**src/rtl/cu_pkg.sv**
```systemverilog
// +----------------------------------------------------------------------+
// | cu_pkg : shared opcodes, FSM states and select encodings for the CU. |
// | Revision: 1.0                                                         |
// +----------------------------------------------------------------------+
`default_nettype none

package cu_pkg;

  localparam logic [6:0] OPC_OP     = 7'b0110011;
  localparam logic [6:0] OPC_OPIMM  = 7'b0010011;
  localparam logic [6:0] OPC_LOAD   = 7'b0000011;
  localparam logic [6:0] OPC_STORE  = 7'b0100011;
  localparam logic [6:0] OPC_BRANCH = 7'b1100011;
  localparam logic [6:0] OPC_JALR   = 7'b1100111;
  localparam logic [6:0] OPC_JAL    = 7'b1101111;
  localparam logic [6:0] OPC_LUI    = 7'b0110111;
  localparam logic [6:0] OPC_AUIPC  = 7'b0010111;
  localparam logic [6:0] OPC_HALT   = 7'b0000000;

  typedef enum logic [2:0] {
    FETCH  = 3'd0,
    DECODE = 3'd1,
    EXEC   = 3'd2,
    MEM    = 3'd3,
    WB     = 3'd4,
    HALT   = 3'd5
  } state_t;

  localparam logic [1:0] OP1_PC   = 2'b00;
  localparam logic [1:0] OP1_RS1  = 2'b01;
  localparam logic [1:0] OP1_ZERO = 2'b10;

  localparam logic [1:0] WB_MEM = 2'b00;
  localparam logic [1:0] WB_ALU = 2'b01;
  localparam logic [1:0] WB_PC4 = 2'b10;

  typedef enum logic [2:0] {
    K_ALU    = 3'd0,
    K_LOAD   = 3'd1,
    K_STORE  = 3'd2,
    K_BRANCH = 3'd3,
    K_JUMP   = 3'd4
  } kind_t;

  typedef struct packed {
    kind_t      kind;
    logic [2:0] alu_func3;
    logic       alu_subsra;
    logic [2:0] mem_func3;
    logic [1:0] op1_sel;
    logic       op2_sel;
    logic [1:0] wb_sel;
  } ctrl_t;

endpackage

`default_nettype wire

```
**src/rtl/multicycle_cu_if.sv**
```systemverilog
// +----------------------------------------------------------------------+
// | multicycle_cu_if : instruction and data memory handshake bundle.     |
// | Revision: 1.0                                                         |
// +----------------------------------------------------------------------+
`default_nettype none

interface multicycle_cu_if #(
  parameter int XLEN = 32
) ();
  logic            imem_req;
  logic            imem_ack;
  logic [XLEN-1:0] imem_rdata;
  logic            dmem_req;
  logic            dmem_we;
  logic            dmem_ack;

  modport master (
    output imem_req,
    input  imem_ack,
    input  imem_rdata,
    output dmem_req,
    output dmem_we,
    input  dmem_ack
  );

  modport slave (
    input  imem_req,
    output imem_ack,
    output imem_rdata,
    input  dmem_req,
    input  dmem_we,
    output dmem_ack
  );
endinterface

`default_nettype wire

```
**src/rtl/cu_decoder.sv**
```systemverilog
// +----------------------------------------------------------------------+
// | cu_decoder : combinational IR to control-bundle decode, halt/illegal.|
// | Revision: 1.0                                                         |
// +----------------------------------------------------------------------+
`default_nettype none

module cu_decoder
  import cu_pkg::*;
#(
  parameter int XLEN   = 32,
  parameter int REG_AW = 5
) (
  input  logic [XLEN-1:0]   ir,
  output ctrl_t             ctrl,
  output logic [REG_AW-1:0] rs1,
  output logic [REG_AW-1:0] rs2,
  output logic [REG_AW-1:0] rd,
  output logic              halt,
  output logic              illegal
);

  logic [6:0] opcode;
  logic [2:0] func3;
  logic       use_rs1;
  logic       use_rs2;
  logic       use_rd;
  logic       unused_ir;

  assign opcode    = ir[6:0];
  assign func3     = ir[14:12];
  assign unused_ir = ^{ir[XLEN-1:31], ir[29:25]};

  always_comb begin
    ctrl         = '0;
    ctrl.op1_sel = OP1_RS1;
    ctrl.op2_sel = 1'b1;
    ctrl.wb_sel  = WB_ALU;
    use_rs1      = 1'b0;
    use_rs2      = 1'b0;
    use_rd       = 1'b0;
    halt         = 1'b0;
    illegal      = 1'b0;
    case (opcode)
      OPC_OP: begin
        ctrl.alu_func3  = func3;
        ctrl.alu_subsra = ir[30];
        ctrl.op2_sel    = 1'b0;
        {use_rs1, use_rs2, use_rd} = 3'b111;
      end
      OPC_OPIMM: begin
        // ir[30] is immediate data except for the shift-right pair
        ctrl.alu_func3  = func3;
        ctrl.alu_subsra = (func3 == 3'b101) && ir[30];
        {use_rs1, use_rd} = 2'b11;
      end
      OPC_LOAD: begin
        ctrl.kind      = K_LOAD;
        ctrl.mem_func3 = func3;
        ctrl.wb_sel    = WB_MEM;
        {use_rs1, use_rd} = 2'b11;
      end
      OPC_STORE: begin
        ctrl.kind      = K_STORE;
        ctrl.mem_func3 = func3;
        {use_rs1, use_rs2} = 2'b11;
      end
      OPC_BRANCH: begin
        ctrl.kind    = K_BRANCH;
        ctrl.op1_sel = OP1_PC;
        {use_rs1, use_rs2} = 2'b11;
      end
      OPC_JALR: begin
        ctrl.kind   = K_JUMP;
        ctrl.wb_sel = WB_PC4;
        {use_rs1, use_rd} = 2'b11;
      end
      OPC_JAL: begin
        ctrl.kind    = K_JUMP;
        ctrl.op1_sel = OP1_PC;
        ctrl.wb_sel  = WB_PC4;
        use_rd       = 1'b1;
      end
      OPC_LUI: begin
        ctrl.op1_sel = OP1_ZERO;
        use_rd       = 1'b1;
      end
      OPC_AUIPC: begin
        ctrl.op1_sel = OP1_PC;
        use_rd       = 1'b1;
      end
      OPC_HALT: begin
        halt = 1'b1;
      end
      default: begin
        halt    = 1'b1;
        illegal = 1'b1;
      end
    endcase
    rs1 = use_rs1 ? REG_AW'(ir[19:15]) : '0;
    rs2 = use_rs2 ? REG_AW'(ir[24:20]) : '0;
    rd  = use_rd  ? REG_AW'(ir[11:7])  : '0;
  end

endmodule

`default_nettype wire

```
**src/rtl/multicycle_cu.sv**
```systemverilog
// +----------------------------------------------------------------------+
// | multicycle_cu : FETCH/DECODE/EXEC/MEM/WB/HALT control FSM for RV32I. |
// | Revision: 1.0                                                         |
// +----------------------------------------------------------------------+
`default_nettype none

module multicycle_cu
  import cu_pkg::*;
#(
  parameter int XLEN   = 32,
  parameter int REG_AW = 5
) (
  input  logic              clk,
  input  logic              reset,
  multicycle_cu_if.master   bus,
  input  logic              branch_taken,
  output logic [XLEN-1:0]   ir,
  output logic [REG_AW-1:0] rs1,
  output logic [REG_AW-1:0] rs2,
  output logic [REG_AW-1:0] rd,
  output logic [2:0]        alu_func3,
  output logic              alu_subsra,
  output logic [2:0]        mem_func3,
  output logic [1:0]        op1_sel,
  output logic              op2_sel,
  output logic [1:0]        wb_sel,
  output logic              rf_we,
  output logic              pc_we,
  output logic              pc_sel,
  output logic              halted,
  output logic              illegal
);

  state_t            state;
  logic              run;
  ctrl_t             ctrl_q;
  ctrl_t             dec_ctrl;
  logic [REG_AW-1:0] dec_rs1;
  logic [REG_AW-1:0] dec_rs2;
  logic [REG_AW-1:0] dec_rd;
  logic              dec_halt;
  logic              dec_illegal;
  logic              w_branch_fire;
  logic              w_store_done;

  cu_decoder #(
    .XLEN   (XLEN),
    .REG_AW (REG_AW)
  ) u_decoder (
    .ir      (ir),
    .ctrl    (dec_ctrl),
    .rs1     (dec_rs1),
    .rs2     (dec_rs2),
    .rd      (dec_rd),
    .halt    (dec_halt),
    .illegal (dec_illegal)
  );

  assign alu_func3  = ctrl_q.alu_func3;
  assign alu_subsra = ctrl_q.alu_subsra;
  assign mem_func3  = ctrl_q.mem_func3;
  assign op1_sel    = ctrl_q.op1_sel;
  assign op2_sel    = ctrl_q.op2_sel;
  assign wb_sel     = ctrl_q.wb_sel;

  // run keeps the fetch request low until the first clock after reset
  assign bus.imem_req = run && (state == FETCH);
  assign bus.dmem_req = (state == MEM);
  assign bus.dmem_we  = (state == MEM) && (ctrl_q.kind == K_STORE);

  assign w_branch_fire = (state == EXEC) && (ctrl_q.kind == K_BRANCH);
  assign w_store_done  = (state == MEM) && (ctrl_q.kind == K_STORE) && bus.dmem_ack;

  assign pc_we  = w_branch_fire || w_store_done || (state == WB);
  assign pc_sel = (w_branch_fire && branch_taken) ||
                  ((state == WB) && (ctrl_q.kind == K_JUMP));
  assign rf_we  = (state == WB) && (rd != '0);
  assign halted = (state == HALT);

  always_ff @(posedge clk or posedge reset) begin
    if (reset) begin
      state   <= FETCH;
      run     <= 1'b0;
      ir      <= '0;
      ctrl_q  <= '0;
      rs1     <= '0;
      rs2     <= '0;
      rd      <= '0;
      illegal <= 1'b0;
    end else begin
      run <= 1'b1;
      case (state)
        FETCH: begin
          if (run && bus.imem_ack) begin
            ir    <= bus.imem_rdata;
            state <= DECODE;
          end
        end
        DECODE: begin
          ctrl_q <= dec_ctrl;
          rs1    <= dec_rs1;
          rs2    <= dec_rs2;
          rd     <= dec_rd;
          if (dec_halt) begin
            illegal <= dec_illegal;
            state   <= HALT;
          end else begin
            state <= EXEC;
          end
        end
        EXEC: begin
          case (ctrl_q.kind)
            K_LOAD, K_STORE: state <= MEM;
            K_BRANCH:        state <= FETCH;
            default:         state <= WB;
          endcase
        end
        MEM: begin
          if (bus.dmem_ack) begin
            state <= (ctrl_q.kind == K_STORE) ? FETCH : WB;
          end
        end
        WB:      state <= FETCH;
        HALT:    state <= HALT;
        default: state <= FETCH;
      endcase
    end
  end

endmodule

`default_nettype wire

```
**src/flat_wrapper.sv**
```systemverilog
// flat-port wrapper written by rule: the top's interface ports become plain ports
module multicycle_cu_flat import cu_pkg::*;
#(
  parameter int XLEN   = 32,
  parameter int REG_AW = 5
)
  (clk, reset, branch_taken, ir, rs1, rs2, rd, alu_func3, alu_subsra, mem_func3, op1_sel, op2_sel, wb_sel, rf_we, pc_we, pc_sel, halted, illegal, bus_imem_req, bus_imem_ack, bus_imem_rdata, bus_dmem_req, bus_dmem_we, bus_dmem_ack);
  multicycle_cu_if #(.XLEN(XLEN)) bus_i ();
  input  logic clk;
  input  logic reset;
  input  logic branch_taken;
  output logic [XLEN-1:0] ir;
  output logic [REG_AW-1:0] rs1;
  output logic [REG_AW-1:0] rs2;
  output logic [REG_AW-1:0] rd;
  output logic [2:0] alu_func3;
  output logic alu_subsra;
  output logic [2:0] mem_func3;
  output logic [1:0] op1_sel;
  output logic op2_sel;
  output logic [1:0] wb_sel;
  output logic rf_we;
  output logic pc_we;
  output logic pc_sel;
  output logic halted;
  output logic illegal;
  output wire logic [$bits(bus_i.imem_req)-1:0] bus_imem_req;
  input wire logic [$bits(bus_i.imem_ack)-1:0] bus_imem_ack;
  input wire logic [$bits(bus_i.imem_rdata)-1:0] bus_imem_rdata;
  output wire logic [$bits(bus_i.dmem_req)-1:0] bus_dmem_req;
  output wire logic [$bits(bus_i.dmem_we)-1:0] bus_dmem_we;
  input wire logic [$bits(bus_i.dmem_ack)-1:0] bus_dmem_ack;
  assign bus_imem_req = bus_i.imem_req;
  assign bus_i.imem_ack = bus_imem_ack;
  assign bus_i.imem_rdata = bus_imem_rdata;
  assign bus_dmem_req = bus_i.dmem_req;
  assign bus_dmem_we = bus_i.dmem_we;
  assign bus_i.dmem_ack = bus_dmem_ack;
  multicycle_cu #(.XLEN(XLEN), .REG_AW(REG_AW)) u_core (.clk(clk), .reset(reset), .bus(bus_i), .branch_taken(branch_taken), .ir(ir), .rs1(rs1), .rs2(rs2), .rd(rd), .alu_func3(alu_func3), .alu_subsra(alu_subsra), .mem_func3(mem_func3), .op1_sel(op1_sel), .op2_sel(op2_sel), .wb_sel(wb_sel), .rf_we(rf_we), .pc_we(pc_we), .pc_sel(pc_sel), .halted(halted), .illegal(illegal));
endmodule
```
**config.mk**
```make
export PLATFORM = sky130hd
export DESIGN_NAME = multicycle_cu_flat
export DESIGN_NICKNAME = d
export VERILOG_FILES = /design/src/rtl/cu_pkg.sv /design/src/rtl/multicycle_cu_if.sv /design/src/rtl/cu_decoder.sv /design/src/rtl/multicycle_cu.sv /design/src/flat_wrapper.sv
export SDC_FILE = /design/constraint.sdc
export NUM_CORES = 1
export LEC_CHECK = 0
export ABC_AREA = 1
export BUFFER_PORTS_ARGS = -buffer_cell sky130_fd_sc_hd__buf_4
export CELL_PAD_IN_SITES_DETAIL_PLACEMENT = 0
export CELL_PAD_IN_SITES_GLOBAL_PLACEMENT = 2
export CORE_MARGIN = 8
export CORE_UTILIZATION = 26
export CTS_BUF_LIST = sky130_fd_sc_hd__clkbuf_8
export CTS_CLUSTER_DIAMETER = 120
export DETAILED_ROUTE_END_ITERATION = 16
export PLACE_DENSITY = 0.82
export SLEW_MARGIN = 40
export SYNTH_ARGS = -nofsm -noshare
export SYNTH_HDL_FRONTEND = slang
export SYNTH_HIERARCHICAL = 1
export SYNTH_SLANG_ARGS = --single-unit
```
**constraint.sdc**
```tcl
create_clock -name clk -period 1.8 [get_ports clk]
set_input_delay 0.18 -clock clk [delete_from_list [all_inputs] [get_ports clk]]
set_output_delay 0.18 -clock clk [all_outputs]
set_load 0.02 [all_outputs]
```
==> flow_metrics.tcl, run 1 <==
set metrics [dict create \
    fp.dieH_um 127.7 \
    root_buffer "clkbuf_8" \
    yosys.area_share.simple 0.3555 \
    required_ps 1620 \
    grt_pass1_vias 2903 \
    vias 2843 \
    fp-row-count 40 \
    grt_pass1_wl_mm 15.61 \
    setup-tns-final_ps 0 \
    power_frac_clock 0.193 \
    synth_cell_types 24 \
    htree_levels 3 \
    insertion_delay_ps 350 \
    die_x_um 127.7 \
    synthAdderAreaFrac 0 \
    fin_nets 556 \
    groute.usage.overall 0.1216 \
    p_switching_w 0.002872 \
    vdd_drop_max_mv 0.5883 \
    yosysTopAreaCell "dfrtp_1" \
    min_period_ps 1697 \
    placed_area_mm2 0.004123 \
    core_area_mm2 0.01211 \
    dp_hpwl_mm 7.187 \
    cp-end-kind "primary output" \
    vias_per_cell 4.108 \
    place_worst_setup_slack_ps 183.5 \
    gp_congestion 0.7637 \
    tritoncts "yes" \
    critical_path.max_stage_delay_ps 430 \
    fillCellCount 1352 \
    power.density_mw_per_mm2 1514 \
    crit_path_start "u_core/state[2]$_DFFE_PP0P_" \
    yosys_register_bits 67 \
    die_area_mm2 0.01630 \
    drive_gt1_frac 0.2882 \
    cp.arrival_ps 1520 \
    final_area_mm2 0.004370 \
    fin_ws_ps 102.7 \
    dr.first_iter.drc_count 146 \
    syn_area_mm2 0.003242 \
    synthMuxAreaShare 0 \
    hold_path_startpoint "bus_imem_rdata[21]" \
    cts-buffers-inserted 9 \
    finalSetupViolCount 0 \
    r2r_start "u_core/ir[4]$_DFFE_PP0P_" \
    drc 0 \
    crit_fanout 6 \
    grt-ovfl-total 0 \
    yosys.area.top_type_share 0.5172 \
    synth_area_leaders "dfrtp_1 52%, nand2_1 21%, nand3_1 6.8%" \
    area_growth_pct 34.81 \
    sw_frac_of_total 0.4342 \
    cts.path.max_buffers 2 \
    synth_top_family_by_area "simple AND/OR/NAND/NOR gates" \
    antenna_found_initial 0 \
    worstSetupStartpointType "register" \
    synthCells 422 \
    skew_ps 10.83 \
    worst_hold_path_type "in2reg" \
    grt_max_degree 68 \
    seq_power_share 0.364 \
    dp_cells 674 \
    clk_pin_slew_ps 80 \
    period_share 0.9429 \
    p_int_w 0.003742 \
    avgRoutedWirePerCell_um 13.74 \
    synth_compound_area_frac 0.02200 \
    detail-route-antenna-nets 0 \
    maxCapViolCount 0 \
    io_buffers 103 \
    pin_count 104 \
    drtPass1Iterations 4 \
    synth_xor_area_frac 0 \
    status "completed" \
    max_freq_ghz 0.5892 \
    p_leak_nw 2.446 \
    initial_core_util 0.2677 \
    wirelength_mm 9.511 \
    finalHoldViolations 0 \
    ys_seq_area_frac 0.5172 \
    p_comb_frac 0.443 \
    holdWs_ps 46.83 \
    clock-sinks 67 \
    avgSynthCellArea_um2 7.682 \
    insertedDiodeCount 0 \
    final_max_slew_viol_count 0 \
    ys_warn_count 6 \
    path_class "reg2out" \
    layout.cells.non_filler 692 \
    path_cells "inv_4 -> nand2_2 -> nor2_4 -> nand4_1 -> o21ai_1 -> buf_4" \
    crit_slowest_cell "dfrtp_2" \
    synth.net_count 459 \
]
## layout by cell type, fill, tap and decap left out, types with 4 or more instances in the layout
| cell type | synthesis | routed |
|---|---|---|
| nand2_2 | 4 | 5 |
| inv_1 | 38 | 37 |
| nor2_4 | 3 | 4 |
| nor3_1 | 6 | 4 |
| o21ai_0 | 9 | 8 |
| clkbuf_8 | 0 | 10 |
| buf_4 | 11 | 109 |
| dfrtp_1 | 67 | 65 |
| nand2_1 | 178 | 177 |
| nor2_1 | 31 | 29 |
| nor2_2 | 3 | 4 |
| nand3_1 | 44 | 44 |
## critical path: cells and delay by family, from the launching register on
family / cells / cell delay (ps)
buf+inv: 2 / 240
flops: 1 / 430
compound gates: 1 / 160
simple gates: 3 / 340
## repair_timing
item,in CTS,in global routing
pin swaps,0,2
gates resized for setup,3,7
buffers inserted,0,1
setup endpoints to repair,2,4
endpoints found under the hold margin,67,0
hold buffers,1,0
## power by group through the flow
stage / Sequential, W / Combinational (W) / Clock (W)
after floorplan: 0.00280 / 0.00141 / 0
after global placement: 0.00242 / 0.00295 / 0
after detailed placement: 0.00243 / 0.00294 / 0
after CTS: 0.00241 / 0.00295 / 0.00135
after global routing: 0.00250 / 0.00326 / 0.00141
final: 0.00241 / 0.00293 / 0.00128
## layer usage
| metal | track usage | part of all wire | routed length [um] | up-vias |
|---|---|---|---|---|
| met5 | 0 | 0 | 0 | - |
| met4 | 0.05245 | 0.015 | 138 | 0 |
| met3 | 0.03411 | 0.050 | 478 | 10 |
| met2 | 0.1814 | 0.45 | 4305 | 65 |
| met1 | 0.1605 | 0.48 | 4588 | 1295 |
| li1 | - | - | - | 1473 |
## layout make-up
type	count	area, um2	area share
Inverter	41	160.2	0.03664
Tap cell	168	210.2	0.04810
Clock buffer	10	137.6	0.03149
Sequential cell	67	1679	0.3842
Multi-Input combinational cell	288	1250	0.2860
Clock inverter	6	65.06	0.01489
Timing Repair Buffer	112	868.3	0.1987
## stage by stage
step	total power (W)	utilization
floorplan	0.004211	-
global placement	0.005374	0.3404
detailed placement	0.005373	0.3404
CTS	0.006710	0.3583
global route	0.007160	0.3608
finish	0.006615	0.3608
## synthesized netlist by cell type
library cell	number
a21oi_2	1
nand3_2	2
nand2_2	4
o211ai_1	1
nor3_1	6
conb_1	1
o21ai_0	9
nand3_1	44
a21oi_1	2
nor2_2	3
inv_1	38
dfrtp_1	67
nand3b_1	1
and3_1	1
buf_6	5
nand2_1	178
inv_2	3
buf_1	2
buf_4	11
nor2_4	3
clkbuf_1	2
nor2_1	31
buf_2	6
nand4_1	1
## path summary, 6_finish.rpt
path / end / slack (ps) / depth (start not counted)
min reg2reg: u_core/wb_sel[0]$_DFFE_PP0N_ / 470 / 2
max in group asynchronous: u_core/rs2[0]$_DFFE_PP0N_ / 1030 / 4
max: pc_sel / 100 / 6
max reg2reg: u_core/state[0]$_DFFE_PP0P_ / 210 / 12
min: u_core/ir[21]$_DFFE_PP0P_ / 50 / 3
min in group asynchronous: u_core/ir[9]$_DFFE_PP0P_ / 480 / 4
## logic make-up (layout without fill, tap and decap cells)
group,count (synthesis),after routing
compound gates,13,13
buf+inv,67,169
flops,67,67
other cells,1,1
simple gates,274,274
## flip-flops by register name, indices dropped and copies added, names as in the netlist
signal	count
u_core/alu_func3	3
u_core/alu_subsra	1
u_core/ctrl_q	3
u_core/illegal	1
u_core/ir	32
u_core/mem_func3	3
u_core/op1_sel	2
u_core/op2_sel	1
u_core/rd	5
u_core/rs1	5
u_core/rs2	5
u_core/run	1
u_core/state	3
u_core/wb_sel	2
Note: power is estimated with default switching activity, not from simulation.
==> inputs of run 2 (changes only) <==
- RECOVER_POWER: default -> 50
==> flow_metrics.tcl, run 2 (synthesized netlist as in run 1, its figures left out) <==
set metrics [dict create \
    max_freq_ghz 0.5905 \
    largest_reg_flops 32 \
    final_common_cell "nand2_1" \
    p_leak_nw 2.307 \
    regArea_mm2 0.001679 \
    worstSetupStartpointType "register" \
    r2r_start "u_core/ir[4]$_DFFE_PP0P_" \
    period_share 0.9409 \
    rr_endpoint "u_core/state[0]$_DFFE_PP0P_" \
    multiInputGateArea_mm2 0.001250 \
    insertion_delay_ps 350 \
    maxCapViolCount 0 \
    vias 2838 \
    finalHoldViolations 0 \
    cts.path.max_buffers 2 \
    io_buffers 103 \
    worst_hold_path_type "in2reg" \
    fp.dieH_um 127.7 \
    cp-end-kind "primary output" \
    dp_hpwl_mm 7.187 \
    reg2regPathDepth 12 \
    core_area_mm2 0.01211 \
    antenna_found_initial 0 \
    die_area_mm2 0.01630 \
    dr.first_iter.drc_count 167 \
    dp_cells 674 \
    finalSetupViolCount 0 \
    grt_pass1_vias 2903 \
    clock-sinks 67 \
    pin_count 104 \
    min_period_ps 1694 \
    vias_per_cell 4.101 \
    holdPathStages 3 \
    hold_path_startpoint "bus_imem_rdata[21]" \
    skew_ps 11.84 \
    crit_slowest_cell "dfrtp_2" \
    area_growth_pct 30.61 \
    drive_gt1_frac 0.2252 \
    mostFrequentLayoutCells "177 x nand2_1, 76 x buf_4, 65 x dfrtp_1" \
    path_class "reg2out" \
    ff2ff_setup_slack_ps 210 \
    grt_pass1_wl_mm 15.61 \
    htree_levels 3 \
    relSlewSlack 0.3662 \
    avgRoutedWirePerCell_um 13.75 \
    finalPower_w 0.006475 \
    clk_pin_slew_ps 80 \
    critical_path.max_stage_delay_ps 430 \
    top_register "u_core/ir" \
    fillCellCount 1376 \
    min_to "u_core/ir[21]$_DFFE_PP0P_" \
    fp-row-count 40 \
    crit_fanout 6 \
    grt-ovfl-total 0 \
    root_buffer "clkbuf_8" \
    cts-buffers-inserted 9 \
    grt_max_degree 68 \
    drtPass1Iterations 4 \
    wirelength_mm 9.515 \
    detail-route-antenna-nets 0 \
    tritoncts "yes" \
    initial_core_util 0.2677 \
    status "completed" \
    insertedDiodeCount 0 \
    cp.arrival_ps 1510 \
    vdd_drop_max_mv 0.5892 \
    power.density_mw_per_mm2 1529 \
    fin_nets 556 \
    required_ps 1620 \
    final_core_util 0.3496 \
    layout.cells.non_filler 692 \
    groute.usage.overall 0.1216 \
    worst_pin_slew_ps 950.8 \
    final_max_slew_viol_count 0 \
    drc 0 \
    gp_congestion 0.7637 \
    die_x_um 127.7 \
    path_cells "inv_4 -> nand2_2 -> nor2_4 -> nand4_1 -> o21ai_1 -> buf_4" \
]
==> run 2: cell count changes in the layout (fill, tap and decap cells not counted), sizes merged <==
cell,before,now
clkbuf,10,44
buf,111,77
==> run 2: metal layers <==
layer	share of wire	GRT usage
met1	0.49	0.1605
met2	0.45	0.1814
met3	0.049	0.03411
met4	0.015	0.05245
met5	0	0
==> run 2: worst max-delay path: cells and delay by family, from the launching register on <==
kind,cells,cell delay (ps)
AO/OA/AOI/OAI,1,160
buffers and inverters,2,240
flip-flops,1,430
AND/OR/NAND/NOR,3,340
==> run 2: timing repair <==
item,CTS,global route
resized for setup,3,7
pin swaps,0,2
hold buffers,1,0
buffers inserted,0,1
endpoints found under the setup margin,2,4
endpoints found under the hold margin,67,0
==> run 2: cell type report <==
cell class              count  share of cell area
flip-flops and latches     67              0.3966
multi-input cells         288              0.2952
repair buffers            112              0.1729
well taps                 168             0.04965
inverters                  41             0.03783
clock buffers              10             0.03251
clock inverters             6             0.01537
==> run 2: how the worst max path moves through the flow <==
| stage | to | slack (ps) | depth (start not counted) | start |
|---|---|---|---|---|
| finish | pc_sel | 110 | 6 | u_core/state[2]$_DFFE_PP0P_ |
| global placement | u_core/state[0]$_DFFE_PP0P_ | 250 | 12 | u_core/ir[4]$_DFFE_PP0P_ |
| global route | pc_sel | -5 | 6 | u_core/state[2]$_DFFE_PP0P_ |
| CTS | pc_sel | 2 | 6 | u_core/state[2]$_DFFE_PP0P_ |
| detailed placement | u_core/state[0]$_DFFE_PP0P_ | 180 | 12 | u_core/ir[4]$_DFFE_PP0P_ |
| floorplan | pc_we | 160 | 5 | u_core/state[2]$_DFFE_PP0P_ |
==> run 2: per-stage QoR <==
stage	worst slack (ps)	setup TNS (ps)	hold slack, ps	area [um2]
finish	106.5	0	47.17	4234
global route	-4.608	-4.608	24.55	4234
CTS	2.473	0	22.62	4339
detailed placement	183.5	0	317.1	4123
global placement	250.2	0	309.7	4123
floorplan	164.4	0	317.7	3246
==> run 2: power breakdown <==
part           total (W)  leakage [nW]  switching (W)  internal (W)
sequential       0.00240         0.868       0.000432       0.00197
clock            0.00128         0.102       0.000598      0.000677
combinational    0.00280          1.34        0.00184      0.000961
==> inputs of run 3 (changes only) <==
- HOLD_SLACK_MARGIN: default -> 0.06
==> flow_metrics.tcl, run 3 (synthesized netlist as in run 1, its figures left out) <==
set metrics [dict create \
    area_growth_pct 40.18 \
    final_common_cell "nand2_1" \
    required_ps 1620 \
    skew_ps 11.29 \
    fin_nets 587 \
    grt-ovfl-total 0 \
    status "completed" \
    crit_slowest_cell "dfrtp_2" \
    cp.arrival_ps 1520 \
    relSlewSlack 0.3632 \
    wirelength_mm 9.794 \
    root_buffer "clkbuf_8" \
    period_share 0.9427 \
    fp.dieH_um 127.7 \
    clk_pin_slew_ps 70 \
    worst_pin_slew_ps 955.2 \
    fillCellCount 1342 \
    dr.first_iter.drc_count 176 \
    insertion_delay_ps 350 \
    avgRoutedWirePerCell_um 13.55 \
    gp_congestion 0.7637 \
    path_cells "inv_4 -> nand2_2 -> nor2_4 -> nand4_1 -> o21ai_1 -> buf_4" \
    tritoncts "yes" \
    crit_path_start "u_core/state[2]$_DFFE_PP0P_" \
    power.density_mw_per_mm2 1439 \
    hold_path_startpoint "bus_imem_rdata[9]" \
    vias_per_cell 4.105 \
    drive_gt1_frac 0.2126 \
    pin_count 104 \
    final_core_util 0.3752 \
    vias 2968 \
    drtPass1Iterations 4 \
    maxCapViolCount 0 \
    worstSetupStartpointType "register" \
    min_period_ps 1697 \
    grt_pass1_vias 3063 \
    finalPower_w 0.006538 \
    p_leak_nw 2.437 \
    final_max_slew_viol_count 0 \
    die_x_um 127.7 \
    insertedDiodeCount 0 \
    worst_hold_path_type "in2reg" \
    finalHoldViolations 0 \
    io_buffers 103 \
    cts-buffers-inserted 9 \
    finalSetupViolCount 0 \
    fp-row-count 40 \
    vdd_drop_max_mv 0.5910 \
    top_register "u_core/ir" \
    core_area_mm2 0.01211 \
    path_class "reg2out" \
    critPathBufInv 2 \
    htree_levels 3 \
    die_area_mm2 0.01630 \
    max_freq_ghz 0.5893 \
    r2r_start "u_core/ir[4]$_DFFE_PP0P_" \
    cp-end-kind "primary output" \
    antenna_found_initial 0 \
    holdWs_ps 84.22 \
    dp_hpwl_mm 7.187 \
    crit_fanout 6 \
    largest_reg_flops 32 \
    cpLargestDelayFamily "flip-flops" \
    grt_max_degree 68 \
    cts.path.max_buffers 2 \
    mostFrequentLayoutCells "177 x nand2_1, 76 x buf_4, 65 x dfrtp_1" \
    groute.usage.overall 0.1252 \
    clock-sinks 67 \
    critical_path.max_stage_delay_ps 430 \
    detail-route-antenna-nets 0 \
    initial_core_util 0.2677 \
    drc 0 \
    grt_pass1_wl_mm 16.12 \
]
run 3: cell types whose count changed in the layout (fill, tap and decap cells not counted), sizes merged:
| cell | before | now |
|---|---|---|
| dlygate4sd3 | 1 | 32 |
run 3: final timing paths:
check	end	slack, ps	cells after the start
setup / recovery	pc_sel	100	6
hold / removal	u_core/ir[9]$_DFFE_PP0P_	80	3
setup reg to reg	u_core/state[0]$_DFFE_PP0P_	210	12
hold reg to reg	u_core/wb_sel[0]$_DFFE_PP0N_	470	2
max in group asynchronous	u_core/state[0]$_DFFE_PP0P_	470	4
min in group asynchronous	u_core/ir[9]$_DFFE_PP0P_	680	4
run 3: layout make-up:
class | instances | area [um2] | share of cell area
multi-input cells | 288 | 1250 | 0.2751
well taps | 168 | 210.2 | 0.04626
inverters | 41 | 160.2 | 0.03524
clock buffers | 10 | 137.6 | 0.03029
clock inverters | 6 | 65.06 | 0.01432
repair buffers | 143 | 1042 | 0.2294
flip-flops and latches | 67 | 1679 | 0.3695
run 3: worst reg2reg max path, cell delays in order, from the launching register on:
cell	delay (ps)
dfrtp_1	400
inv_1	80
nand2_1	100
nor2_2	60
nand2_1	130
nand3_1	170
nor2_2	190
inv_1	70
a21oi_1	140
nor2_1	50
nand2_1	60
nand2_1	50
nand2_1	40
run 3: power breakdown:
| part | total [W] | switching [W] | internal (W) |
|---|---|---|---|
| Clock | 0.00127 | 0.000597 | 0.000677 |
| Sequential | 0.00240 | 0.000432 | 0.00197 |
| Combinational | 0.00286 | 0.00186 | 0.00101 |
run 3: metrics by stage:
| stage | area [um2] | std cells | setup WS, ps | setup TNS [ps] |
|---|---|---|---|---|
| 5_1_grt | 4544 | 723 | -4.608 | -4.608 |
| 2_1_floorplan | 3246 | 422 | 164.4 | 0 |
| 3_3_place_gp | 4123 | 674 | 250.2 | 0 |
| 6_report | 4544 | 723 | 103.2 | 0 |
| 3_5_place_dp | 4123 | 674 | 183.5 | 0 |
| 4_1_cts | 4649 | 722 | 2.473 | 0 |
run 3: per-layer routing:
layer	up-vias	track usage	wire, um
met4	0	0.05594	159
met2	68	0.1921	4440
met1	1354	0.1615	4668
met3	12	0.03328	524
li1	1534	-	-
met5	-	0	0
run 3: what timing repair did:
| action | in CTS | in global routing |
|---|---|---|
| pin swaps | 0 | 2 |
| hold endpoints to repair | 98 | 0 |
| setup endpoints to repair | 2 | 4 |
| setup buffers | 0 | 1 |
| hold buffers | 32 | 0 |
| gates resized for setup | 3 | 7 |
